$ cat src/rtl/systolic_result_collector.sv
// systolic_result_collector
// Captures one result from each PE of the systolic grid as its valid arrives.
// It flags PEs that report twice and aborts if the grid takes too long. Once
// every PE has reported, it streams the results in index order over a
// valid/ready port and then pulses done.
module systolic_result_collector #(
  parameter  int N       = 3,
  parameter  int DW      = 16,
  parameter  int TIMEOUT = 64,
  localparam int NP      = N * N,
  localparam int IW      = (NP > 1) ? $clog2(NP) : 1
) (
  input  logic             clk,
  input  logic             rst,
  input  logic             start,
  input  logic [NP-1:0]    pe_valid,
  input  logic [NP*DW-1:0] pe_data,
  output logic             out_valid,
  input  logic             out_ready,
  output logic [DW-1:0]    out_data,
  output logic [IW-1:0]    out_idx,
  output logic             done,
  output logic             busy,
  output logic             err_timeout,
  output logic             err_dup
);

  localparam int CW = (TIMEOUT > 2) ? $clog2(TIMEOUT) : 1;

  typedef enum logic [1:0] {
    S_IDLE,
    S_COLLECT,
    S_DRAIN
  } state_t;

  state_t            r_state;
  logic [NP-1:0]     r_mask;
  logic [DW-1:0]     r_buf [NP];
  logic [CW-1:0]     r_cnt;
  logic [IW-1:0]     r_idx;
  logic              r_done;
  logic              r_errTimeout;
  logic              r_errDup;

  logic [NP-1:0]     w_maskNext;
  logic              w_complete;
  logic              w_dup;
  logic              w_timeoutHit;
  logic              w_handshake;
  logic              w_lastIdx;

  // The mask after this cycle's captures, and the events that steer the FSM.
  // A PE that has already been captured cannot change the mask, so OR-ing in
  // the raw valids gives the same result as OR-ing in only the new captures.
  always_comb begin
    w_maskNext   = r_mask | pe_valid;
    w_complete   = &w_maskNext;
    w_dup        = |(pe_valid & r_mask);
    w_timeoutHit = (r_cnt == CW'(TIMEOUT - 1));
    w_handshake  = (r_state == S_DRAIN) && out_ready;
    w_lastIdx    = (r_idx == IW'(NP - 1));
  end

  // Result buffer: the first valid from each PE during COLLECT is stored.
  // Later valids from that PE leave it untouched. The buffer has no reset
  // because its contents only matter once the mask says they are captured.
  always_ff @(posedge clk) begin
    for (int i = 0; i < NP; i++) begin
      if (r_state == S_COLLECT && pe_valid[i] && !r_mask[i]) begin
        r_buf[i] <= pe_data[i*DW +: DW];
      end
    end
  end

  // Control FSM with capture mask, timeout counter, drain index and flags.
  // When the mask completes on the final allowed cycle, completion takes
  // priority over the timeout abort.
  always_ff @(posedge clk) begin
    if (rst) begin
      r_state      <= S_IDLE;
      r_mask       <= '0;
      r_cnt        <= '0;
      r_idx        <= '0;
      r_done       <= 1'b0;
      r_errTimeout <= 1'b0;
      r_errDup     <= 1'b0;
    end else begin
      r_done <= 1'b0;
      case (r_state)
        S_IDLE: begin
          if (start) begin
            r_state      <= S_COLLECT;
            r_mask       <= '0;
            r_cnt        <= '0;
            r_idx        <= '0;
            r_errTimeout <= 1'b0;
            r_errDup     <= 1'b0;
          end
        end
        S_COLLECT: begin
          r_mask <= w_maskNext;
          r_cnt  <= r_cnt + CW'(1);
          if (w_dup) begin
            r_errDup <= 1'b1;
          end
          if (w_complete) begin
            r_state <= S_DRAIN;
            r_idx   <= '0;
          end else if (w_timeoutHit) begin
            r_errTimeout <= 1'b1;
            r_state      <= S_IDLE;
          end
        end
        S_DRAIN: begin
          if (w_handshake) begin
            if (w_lastIdx) begin
              r_state <= S_IDLE;
              r_done  <= 1'b1;
              r_idx   <= '0;
            end else begin
              r_idx <= r_idx + IW'(1);
            end
          end
        end
        default: begin
          r_state <= S_IDLE;
        end
      endcase
    end
  end

  // Outputs come only from registers. out_data is forced to zero outside
  // DRAIN so that the uninitialised buffer never shows on the port.
  always_comb begin
    out_valid   = (r_state == S_DRAIN);
    busy        = (r_state != S_IDLE);
    out_idx     = r_idx;
    out_data    = (r_state == S_DRAIN) ? r_buf[r_idx] : '0;
    done        = r_done;
    err_timeout = r_errTimeout;
    err_dup     = r_errDup;
  end

endmodule

$ cat config.mk
export PLATFORM = sky130hd
export DESIGN_NAME = systolic_result_collector
export DESIGN_NICKNAME = d
export VERILOG_FILES = /design/src/rtl/systolic_result_collector.sv
export SDC_FILE = /design/constraint.sdc
export NUM_CORES = 1
export LEC_CHECK = 0
export BUFFER_PORTS_ARGS = -buffer_cell sky130_fd_sc_hd__buf_2
export CORE_UTILIZATION = 37
export DETAILED_ROUTE_END_ITERATION = 10
export PLACE_DENSITY = 0.71
export RECOVER_POWER = 100
export SLEW_MARGIN = 30
export SYNTH_ARGS = -nofsm -noshare
export SYNTH_HDL_FRONTEND = slang
export SYNTH_SLANG_ARGS = --single-unit
$ cat constraint.sdc
create_clock -name clk -period 3.25 [get_ports clk]
set_input_delay 0.4875 -clock clk [delete_from_list [all_inputs] [get_ports clk]]
set_output_delay 0.4875 -clock clk [all_outputs]
set_load 0.03 [all_outputs]
After elaboration in Yosys (flattened, before gate mapping):

Memory sizes are Yosys's and may differ from the RTL's. A register that Yosys moved wholly into a read port is not among the register bits.
Cells that the tools add are included.

* output and inout bits: 25
* flip-flop bits (word level): 24
* memory bits (read-only): 0
* bits in latches: 0
* memory bits (writable): 144
* memories: 1

Memories
* r_buf: words 9, width 16, rd ports 1, clocked after memory_dff 1, wr ports 9, RTL line 38 `logic [DW-1:0] r_buf [NP];`

* $add $sub $neg: 2
* shift operators: 0
* bitwise logic cells: 4
* multipliers: 0
* order comparisons: 0
* eq/ne operators: 12
* muxes and demuxes: 43
* div/mod/pow operators: 0
* reductions and logical operators: 40

Operators by type and width (count)
* $mux W4: 6
* $mux W1: 23
* $logic_and A1 B1 Y1: 19
* $pmux W9 S2: 1
* $mux W16: 1
* $pmux W4 S3: 1
* $pmux W6 S2: 1
* $reduce_and A4 Y1: 3
* $mux W2: 5
* $ne A2 B2 Y1 const B: 5
* $and A9 B9 Y9: 1
* $logic_not A1 Y1: 9
* $mux W9: 1
* $or A9 B9 Y9: 1
* $reduce_and A9 Y1: 1
* $reduce_or A9 Y1: 1
* $add A6 B1 Y6 const B: 1
* $eq A6 B6 Y1 const B: 1
* $mux W6: 1
* $pmux W2 S3: 1
* $add A4 B1 Y4 const B: 1
* $eq A4 B4 Y1 const B: 1
* $ne A2 B1 Y1 const B: 2
* $pmux W1 S2: 2
* 10 further kinds: 12

Logic depth before layout (Yosys ltp):

* word-level depth: 6
* depth in mapped cells: 7
* depth with buffers taken out: 7

Least setup slack after synthesis:

Ideal clock, no wire load.

* path kind: register -> output
* from: register with a tool-made name
* to: output out_data[14]
* cell stages (with the launch flop): 8
* data arrival time: 1.685 ns
* path buffers: 2
* path slack: 1.077 ns
* cell sequence: dfxtp_1 > clkbuf_1 > buf_4 > mux4_2 > mux2i_1 > nor2_1 > a21oi_1 > nor2_1

RTL lines
* to (decl): RTL line 20 `output logic [DW-1:0] out_data,`

==> impl_metrics.tcl <==
set metrics [dict create \
    die_area_um2 18600 \
    rsz0062_at_grt "no" \
    drc 0 \
    initial_core_util_pct 38.3 \
    worst-r2r-cell-count 6 \
    postSynthAreaPerCell_um2 16.6 \
    num_vias 4270 \
    grt_usage_pct 18.9 \
    grt_pass1_wl_um 24700 \
    crit_fanout 30 \
    clock_path_buffers 2 \
    worst_slew_pin_slew_ns 1.14 \
    ys_seq_elements 172 \
    cts-hold-fix-buffers 0 \
    clk_latency_ns 0.43 \
    grt_pass1_vias 4514 \
    rr_endpoint "r_buf[5][15]" \
    htree_levels 4 \
    ctsResizeCount 0 \
    fin_worst_skew_ns 0.0123 \
    synth_edf_count 144 \
    end_kind "output port" \
    path_class "flip-flop to output port" \
    fmax_mhz 336 \
    syn_nets 563 \
    antenna_left 0 \
    cts.sinks 172 \
    async_reset_ff_share_pct 0 \
    r2r-start "r_state[0]" \
    p_leak_uw 0.00304 \
    postCtsSetupRepairBufs 0 \
    place_hpwl_um 11900 \
    core_area_um2 17500 \
    setup_viol 0 \
    routedWlPerCell_um 20.2 \
    antenna_found_initial 5 \
    ys_seq_area_share_pct 72.9 \
    cp.required_ns 2.76 \
    globalRouteOverflowTotal 0 \
    timing.critical_path.arrival_ns 2.49 \
    r2r_slack_ns 0.28 \
    peakVddDrop_uv 334 \
    io_pins 182 \
    rows 48 \
    cts-buffers-inserted 17 \
    die_h_um 137 \
    clock-root-buffer "clkbuf_16" \
    hold_viol_final 0 \
    portBuffers 181 \
    dieWidth_um 137 \
    cp-start-kind "flip-flop" \
    synth_ff_type "edfxtp_1" \
    drive_above_1_share_pct 38.0 \
    min-delay-start "pe_data[12]" \
    layout.nets 758 \
    drt_iter0_markers 223 \
    holdPathStages 1 \
    drv_cap 0 \
    drv_slew 0 \
    period_needed_ns 2.98 \
    status "complete, no violations" \
    tns_ns 0 \
    syn_inst 403 \
    p_per_area_nw_per_um2 570 \
    routed_via_density 5.10 \
    routed_wl_um 16900 \
    grt_max_degree 33 \
    relSlewSlack_pct 23.7 \
    cts_tree "built" \
    drtPass1Iterations 6 \
    utilization_pct 48.4 \
    cts.clk_slew.worst_paths_ns 0.07 \
    finalCritPeriodShare_pct 91.7 \
    hp-class "primary input to flip-flop" \
    syn_to_final_growth_pct 26.4 \
    ys_types 41 \
    ys_warn_count 0 \
    place_congestion 0.924 \
    min_to "r_buf[0][12]" \
    synth_area_um2 6700 \
]
-- critical path, cell delays in order (launching register included) --
cell	delay, ns
dfxtp_2	0.90
clkbuf_1	0.23
mux4_2	0.31
mux2i_1	0.16
nor2_1	0.06
a21oi_1	0.13
nor2_1	0.05
clkbuf_2	0.22
-- metal layers --
metal | track usage, % | wire length, µm
met4 | 7.47 | 318
met3 | 6.63 | 1290
met1 | 21.1 | 6520
met5 | 0 | 54
met2 | 32.9 | 8700
-- per-stage QoR --
stage          hold WS [ns]  power (µW)  instance area, µm²  setup WS [ns]  std cells
2_1_floorplan         0.466        2660                6700           1.08        403
3_3_place_gp          0.450        2820                7930          0.768        804
3_5_place_dp          0.456        2830                7930          0.688        804
4_1_cts               0.215        4870                8540          0.210        836
5_1_grt               0.213        4970                8460         0.0949        836
6_report              0.231        4820                8460          0.270        838
-- cells by family (layout without fill, tap and decap cells) --
group                      after synthesis  after routing  share of synthesized area, %
AOI/OAI and AO/OA                       51             51                          4.58
xor gates and xnor gates                 3              3                         0.392
adders and majority gates                3              3                         0.560
buffers and inverters                   24            232                          1.72
DFF                                    172            172                          72.9
muxes                                   49             49                          13.3
other                                    0              2                             0
and+or+nand+nor                        101            101                          6.54
-- state kept, by name, indices dropped and copies added (netlist names), named ones only --
register	cells
r_buf	144
r_mask	9
done	1
err_timeout	1
err_dup	1
r_cnt	6
out_idx	4
r_state	2
-- cells in the mapped netlist, drive strengths merged, types with 2 or more instances --
cell type  instances  area (µm²)
mux4              32         721
nor2              68         255
dfxtp             28         561
nor3               2        21.3
a22oi              3        22.5
nand3              6        30.0
nand2             18        67.6
clkbuf             8        30.0
buf               10        57.6
mux2i             17         170
o22ai              4        25.0
o41ai              2        17.5
xor2               2        17.5
inv                5        18.8
ha                 3        37.5
a21oi             33         169
edfxtp           144        4320
-- worst max-delay path by stage --
stage | start | to | depth (start not counted)
finish | flip-flop | out_data[5] | 7
detailed placement | flip-flop | out_data[5] | 7
global placement | flip-flop | out_data[5] | 7
global route | r_state[0] | r_buf[5][3] | 6
CTS | flip-flop | out_data[5] | 7
floorplan | flip-flop | out_data[14] | 7
-- layout by cell type, fill, tap and decap left out, types with 17 or more instances in the layout --
master,n
a21oi_1,33
buf_2,141
clkbuf_1,37
clkbuf_16,21
dfxtp_1,26
edfxtp_1,144
mux2i_1,17
mux4_2,32
nand2_1,18
nor2_1,61
-- power breakdown --
part	internal, µW	leakage (µW)	switching, µW	total, µW
Combinational	110	0.00119	149	259
Clock	1190	0.000306	858	2050
Sequential	2490	0.00155	27.0	2510
Total	3790	0.00304	1030	4820
-- layout make-up --
class / instances / area [µm²]
diodes: 2 / 5.00
clock buffers: 23 / 543
clock inverters: 9 / 66.3
fillers: 1555 / 9010
inverters: 5 / 18.8
multi-input cells: 207 / 1710
flip-flops and latches: 172 / 4890
well taps: 225 / 282
repair buffers: 195 / 950
Power figures use the tool's default switching activity.
